$ cat src/rtl/dsd_arith_pkg.sv
// Shared arithmetic definitions for the sequential multiply/divide units.
// Holds the sequencing states and the default datapath width.
package dsd_arith_pkg;

    localparam int unsigned DefaultWidth = 16;

    typedef enum logic [1:0] {
        StIdle,
        StCalc,
        StFix
    } arith_state_e;

endpackage

$ cat src/rtl/udiv_restoring_core.sv
// Unsigned iterative restoring divider: one quotient bit per iter_i cycle.
// The caller sequences exactly WIDTH iterations after a load.
module udiv_restoring_core
    import dsd_arith_pkg::*;
#(
    parameter int unsigned WIDTH = DefaultWidth
) (
    input  logic             clk,
    input  logic             reset,
    input  logic             load_i,
    input  logic             iter_i,
    input  logic [WIDTH-1:0] dividend_i,
    input  logic [WIDTH-1:0] divisor_i,
    output logic [WIDTH-1:0] quotient_o,
    output logic [WIDTH-1:0] remainder_o,
    output logic             done_iter_o
);

    localparam int unsigned CntW = $clog2(WIDTH + 1);

    // Partial remainder carries one extra bit so the shifted value cannot overflow.
    logic [WIDTH:0]   r_q;
    logic [WIDTH:0]   r_shift;
    logic [WIDTH:0]   d_ext;
    logic [WIDTH-1:0] q_q;
    logic [WIDTH-1:0] d_q;
    logic [CntW-1:0]  count_q;

    always_comb begin
        r_shift = {r_q[WIDTH-1:0], q_q[WIDTH-1]};
        d_ext   = {1'b0, d_q};
    end

    always_ff @(posedge clk or negedge reset) begin
        if (!reset) begin
            r_q     <= '0;
            q_q     <= '0;
            d_q     <= '0;
            count_q <= '0;
        end else if (load_i) begin
            r_q     <= '0;
            q_q     <= dividend_i;
            d_q     <= divisor_i;
            count_q <= '0;
        end else if (iter_i) begin
            if (r_shift >= d_ext) begin
                r_q <= r_shift - d_ext;
                q_q <= {q_q[WIDTH-2:0], 1'b1};
            end else begin
                r_q <= r_shift;
                q_q <= {q_q[WIDTH-2:0], 1'b0};
            end
            count_q <= count_q + 1'b1;
        end
    end

    // High during the cycle whose edge performs the final iteration.
    assign done_iter_o = (count_q == CntW'(WIDTH - 1));
    assign quotient_o  = q_q;
    assign remainder_o = r_q[WIDTH-1:0];

endmodule

$ cat src/rtl/restoring_div_16.sv
// Signed sequential divider: sign handling, special cases and start/done handshake
// around the unsigned restoring core.
module restoring_div_16
    import dsd_arith_pkg::*;
#(
    parameter int unsigned WIDTH = DefaultWidth
) (
    input  logic             clk,
    input  logic             reset,
    input  logic             start,
    input  logic [WIDTH-1:0] dividend,
    input  logic [WIDTH-1:0] divisor,
    output logic [WIDTH-1:0] quotient,
    output logic [WIDTH-1:0] remainder,
    output logic             busy,
    output logic             done,
    output logic             div_by_zero,
    output logic             overflow
);

    arith_state_e     state_q;
    logic [WIDTH-1:0] dividend_q;
    logic             neg_quot_q;
    logic             neg_rem_q;
    logic             dz_q;
    logic             ovf_q;

    logic [WIDTH-1:0] dividend_mag;
    logic [WIDTH-1:0] divisor_mag;
    logic [WIDTH-1:0] core_quot;
    logic [WIDTH-1:0] core_rem;
    logic             core_done_iter;
    logic             core_load;
    logic             core_iter;
    logic             divisor_zero;

    // An unsigned W-bit magnitude is exact even for -2^(W-1).
    function automatic logic [WIDTH-1:0] mag(input logic [WIDTH-1:0] v);
        return v[WIDTH-1] ? ('0 - v) : v;
    endfunction

    always_comb begin
        dividend_mag = mag(dividend);
        divisor_mag  = mag(divisor);
        divisor_zero = (divisor == '0);
        core_load    = (state_q == StIdle) && start && !divisor_zero;
        core_iter    = (state_q == StCalc);
    end

    udiv_restoring_core #(
        .WIDTH (WIDTH)
    ) u_core (
        .clk         (clk),
        .reset       (reset),
        .load_i      (core_load),
        .iter_i      (core_iter),
        .dividend_i  (dividend_mag),
        .divisor_i   (divisor_mag),
        .quotient_o  (core_quot),
        .remainder_o (core_rem),
        .done_iter_o (core_done_iter)
    );

    always_ff @(posedge clk or negedge reset) begin
        if (!reset) begin
            state_q     <= StIdle;
            dividend_q  <= '0;
            neg_quot_q  <= 1'b0;
            neg_rem_q   <= 1'b0;
            dz_q        <= 1'b0;
            ovf_q       <= 1'b0;
            quotient    <= '0;
            remainder   <= '0;
            busy        <= 1'b0;
            done        <= 1'b0;
            div_by_zero <= 1'b0;
            overflow    <= 1'b0;
        end else begin
            unique case (state_q)
                StIdle: begin
                    done <= 1'b0;
                    if (start) begin
                        dividend_q  <= dividend;
                        neg_quot_q  <= dividend[WIDTH-1] ^ divisor[WIDTH-1];
                        neg_rem_q   <= dividend[WIDTH-1];
                        dz_q        <= divisor_zero;
                        ovf_q       <= (dividend == {1'b1, {(WIDTH-1){1'b0}}}) &&
                                       (divisor == '1);
                        div_by_zero <= 1'b0;
                        overflow    <= 1'b0;
                        busy        <= 1'b1;
                        state_q     <= divisor_zero ? StFix : StCalc;
                    end
                end
                StCalc: begin
                    if (core_done_iter) state_q <= StFix;
                end
                StFix: begin
                    if (dz_q) begin
                        quotient    <= '1;
                        remainder   <= dividend_q;
                        div_by_zero <= 1'b1;
                    end else begin
                        quotient  <= neg_quot_q ? ('0 - core_quot) : core_quot;
                        remainder <= neg_rem_q ? ('0 - core_rem) : core_rem;
                        overflow  <= ovf_q;
                    end
                    done    <= 1'b1;
                    busy    <= 1'b0;
                    state_q <= StIdle;
                end
                default: state_q <= StIdle;
            endcase
        end
    end

endmodule

$ cat config.mk
export PLATFORM = sky130hd
export DESIGN_NAME = restoring_div_16
export DESIGN_NICKNAME = d
export VERILOG_FILES = /design/src/rtl/dsd_arith_pkg.sv /design/src/rtl/udiv_restoring_core.sv /design/src/rtl/restoring_div_16.sv
export SDC_FILE = /design/constraint.sdc
export NUM_CORES = 1
export LEC_CHECK = 0
export CORE_AREA = 2 2 101 143
export DETAILED_ROUTE_END_ITERATION = 16
export DIE_AREA = 0 0 103 145
export PLACE_DENSITY_LB_ADDON = 0.12
export SLEW_MARGIN = 40
export SYNTH_ARGS = -nofsm -noshare
export SYNTH_HDL_FRONTEND = slang
export SYNTH_HIERARCHICAL = 1
export SYNTH_SLANG_ARGS = --single-unit
$ cat constraint.sdc
create_clock -name clk -period 3.1 [get_ports clk]
set_input_delay 0.31 -clock clk [delete_from_list [all_inputs] [get_ports clk]]
set_output_delay 0.31 -clock clk [all_outputs]
set_load 0.005 [all_outputs]
==> results.yml, run 1 <==
layout:
  multi_input_area_sq_mm: 0.00369
  regArea_sq_mm: 0.00275
  num-fill-cells: 1278
  layout-drive-gt1-share: 0.0767
  antenna_cells: 0
  layout.nets: 902
  syn_to_final_growth_pct: 19.3
sta:
  relSlewSlack: 0.504
  finalSetupViolations: 0
  worst_pin_slew_ns: 0.742
  finalHoldViolations: 0
  period_share: 0.894
  slew_viol_final: 0
  rsz0062_at_grt: "no"
  max_freq_ghz: 0.361
  setup_tns_ns: 0
  skew_ns: 0.0110
  period_needed_ns: 2.77
yosys:
  synth-edff-count: 0
  synthFlopType: "dfrtp_1"
  synth_simple_gate_area_share: 0.201
  yosys_register_bits: 110
  syn_area_sq_mm: 0.00672
  synth-xor-area-share: 0.0873
  synth-compound-area-share: 0.182
  netlist_instances: 776
  synth_top_family_by_area: "simple AND/OR/NAND/NOR gates"
  yosysWarnings: 6
  yosysTopAreaCell: "dfrtp_1"
  synth-seq-area-share: 0.410
  synth_mux_area_frac: 0.0315
  synth_top_area_frac: 0.410
  synthArstFlopShare: 1.00
  synth_nets: 835
  synth_cell_types: 67
  synth_area_per_cell_sq_um: 8.66
  synthAdderAreaFrac: 0.0458
  yosys-top-cells-area: "dfrtp_1 41%, nand2_1 7.4%, o21ai_0 5.7%"
floorplan:
  coreArea_sq_mm: 0.0137
  die_height_um: 145
  die-area_sq_mm: 0.0149
  core.rowCount: 51
  start_util: 0.492
  dieWidth_um: 103
  ioPinCount: 71
setup_path:
  path_max_fanout: 6
  path_class: "flop to flop"
  required_ns: 3.35
  cp-start-kind: "flop"
  reg2reg_slack_ns: 0.33
  arrival_ns: 3.02
  end_kind: "flop"
cts:
  clock_latency_ns: 0.35
  cts_root_buf: "clkbuf_16"
  cts_tree: "built"
  cts_made_buffers: 9
  ctsHtreeMaxLevel: 3
  cts.sinks: 110
  cts.clk_slew.worst_paths_ns: 0.08
  ctsLongestPathBuffers: 2
routing:
  post_drt_wl_per_cell_um: 17.0
  met2WireLength_mm: 9.35
  via_per_inst: 5.68
  drc: 0
  wl_mm: 17.6
  dr.max_layer_used: "met4"
  wl_met1_mm: 7.22
  wl_met3_um: 708
  vias: 5863
  dr.pass1.iters: 5
  drt_iter0_markers: 311
  ant_nets: 0
worst_hold_path:
  holdCritPathClass: "input port to asynchronous set/reset pin"
placement:
  dp_hpwl_mm: 13.4
  gp_congestion: 0.863
  numPortBuffers: 70
power_and_ir_drop:
  cellLeakagePower_uw: 0.00346
  p_per_area_mw_per_mm2: 1140
  vdd_drop_max_mv: 0.677
  report.power.total_uw: 9160
grt:
  antenna_found_initial: 0
  grt_max_degree: 85
  grt_pass1_vias: 5656
  grt_overflow: 0
  grt_usage: 0.240
  grt_pass1_wl_mm: 28.3
outcome:
  status: "finished, final reports clean"
job:
  max_cap_viol_count: 0
## cells by family after synthesis
kind of cell | Yosys count
buf+inv | 73
fa+ha+maj | 24
xor+xnor | 67
simple gates | 285
flops | 110
mux | 21
compound gates | 196
## worst paths after layout
check                                       from  cells after the start              to
min                                        reset                      2     div_by_zero
min in group clk                   dividend_q[6]                      2   dividend_q[6]
min reg2reg                        dividend_q[6]                      2   dividend_q[6]
max                        u_core/quotient_o[15]                      9  u_core/r_q[12]
max reg2reg                u_core/quotient_o[15]                      9  u_core/r_q[12]
max in group asynchronous                  reset                      3  u_core/d_q[13]
## registers in the layout (all words and copies together), names as in the netlist
name	cells
busy	1
div_by_zero	1
dividend_q	16
done	1
dz_q	1
neg_quot_q	1
overflow	1
ovf_q	1
quotient	16
remainder	16
state_q	2
u_core/count_q	5
u_core/d_q	16
u_core/quotient_o	16
u_core/r_q	16
## area by class of cell
| cell class | count | area share |
|---|---|---|
| Multi-Input combinational cell | 593 | 0.461 |
| Sequential cell | 110 | 0.343 |
| Timing Repair Buffer | 97 | 0.117 |
| Clock buffer | 10 | 0.0298 |
| Tap cell | 185 | 0.0289 |
| Inverter | 32 | 0.0150 |
| Clock inverter | 5 | 0.00546 |
## layer usage
metal  global-route usage  up-vias
li1                     -     2840
met1                0.301     2875
met2                0.423      135
met3               0.0323       13
met4               0.0658        0
met5                    0        -
## worst max-delay path: stages (launching register included)
cell      delay [ns]
dfrtp_1         0.43
inv_1           0.07
ha_1            0.22
nand2b_1        0.18
a211oi_1        0.33
and2b_4         0.25
o2111a_2        0.29
or2_1           0.25
or3b_1          0.39
a311oi_2        0.24
## cells in the final DEF, fill, tap and decap left out, drive strengths merged, types with 3 or more instances in the layout
cell type,n
xnor2,39
nand4,6
or3,10
a311oi,12
buf,27
a211oi,4
a21oi,45
or4,6
o31ai,18
o41ai,10
nand3b,4
nor2b,6
nand2b,12
ha,23
clkdlybuf4s50,69
o22ai,5
xor2,28
inv,34
o211ai,3
o21ai,78
nand3,13
mux2i,20
nor4,6
a31oi,5
nor3,3
clkbuf,10
and3,8
nor2,68
nand2,133
dfrtp,110
o21bai,3
## per-stage QoR
| stage | hold WS, ns | std cells | setup WS (ns) | util | area, sq um |
|---|---|---|---|---|---|
| CTS | 0.415 | 1031 | 0.332 | 0.585 | 7990 |
| finish | 0.413 | 1032 | 0.327 | 0.587 | 8020 |
| global placement | 0.243 | 1015 | 0.269 | 0.564 | 7700 |
| detailed placement | 0.247 | 1015 | 0.170 | 0.564 | 7700 |
| floorplan | 0.0144 | 776 | 0.435 | - | 6720 |
| global route | 0.454 | 1032 | 0.184 | 0.587 | 8020 |
## synthesized netlist by cell type (4+ instances only)
master and count:
nor2b_1 6, a31oi_1 5, o41ai_1 8, a21oi_1 45, inv_1 32, a311oi_1 11, dfrtp_1 110, or4_1 4
nand2_1 133, mux2i_1 20, xnor2_1 39, ha_1 23, nand3_1 13, clkbuf_1 31, o22ai_1 5, nand4_1 5
or3_1 8, nor2_1 67, and3_1 6, buf_2 4, a211oi_1 4, o31ai_1 18, nor4_1 5, o21ai_0 76
nand2b_1 11, xor2_1 28, nand3b_1 4
## power breakdown
part / switching [uW] / leakage, uW / internal [uW]
clock: 549 / 0.000133 / 574
sequential: 578 / 0.00134 / 2120
combinational: 2920 / 0.00199 / 2420
## what timing repair did
item | CTS | global route
gates resized for setup | 0 | 0
buffers inserted | 0 | 0
setup endpoints to repair | 0 | 0
hold endpoints to repair | 26 | 0
hold buffers | 1 | 0
No activity file was read; power rests on OpenSTA's default activity.
==> inputs of run 2 (changes only) <==
Settings changed: ABC_CLOCK_PERIOD_IN_PS set to 3100.
==> results of run 2 <==
No change in the layout: final DEF, timing and power equal those of run 1.
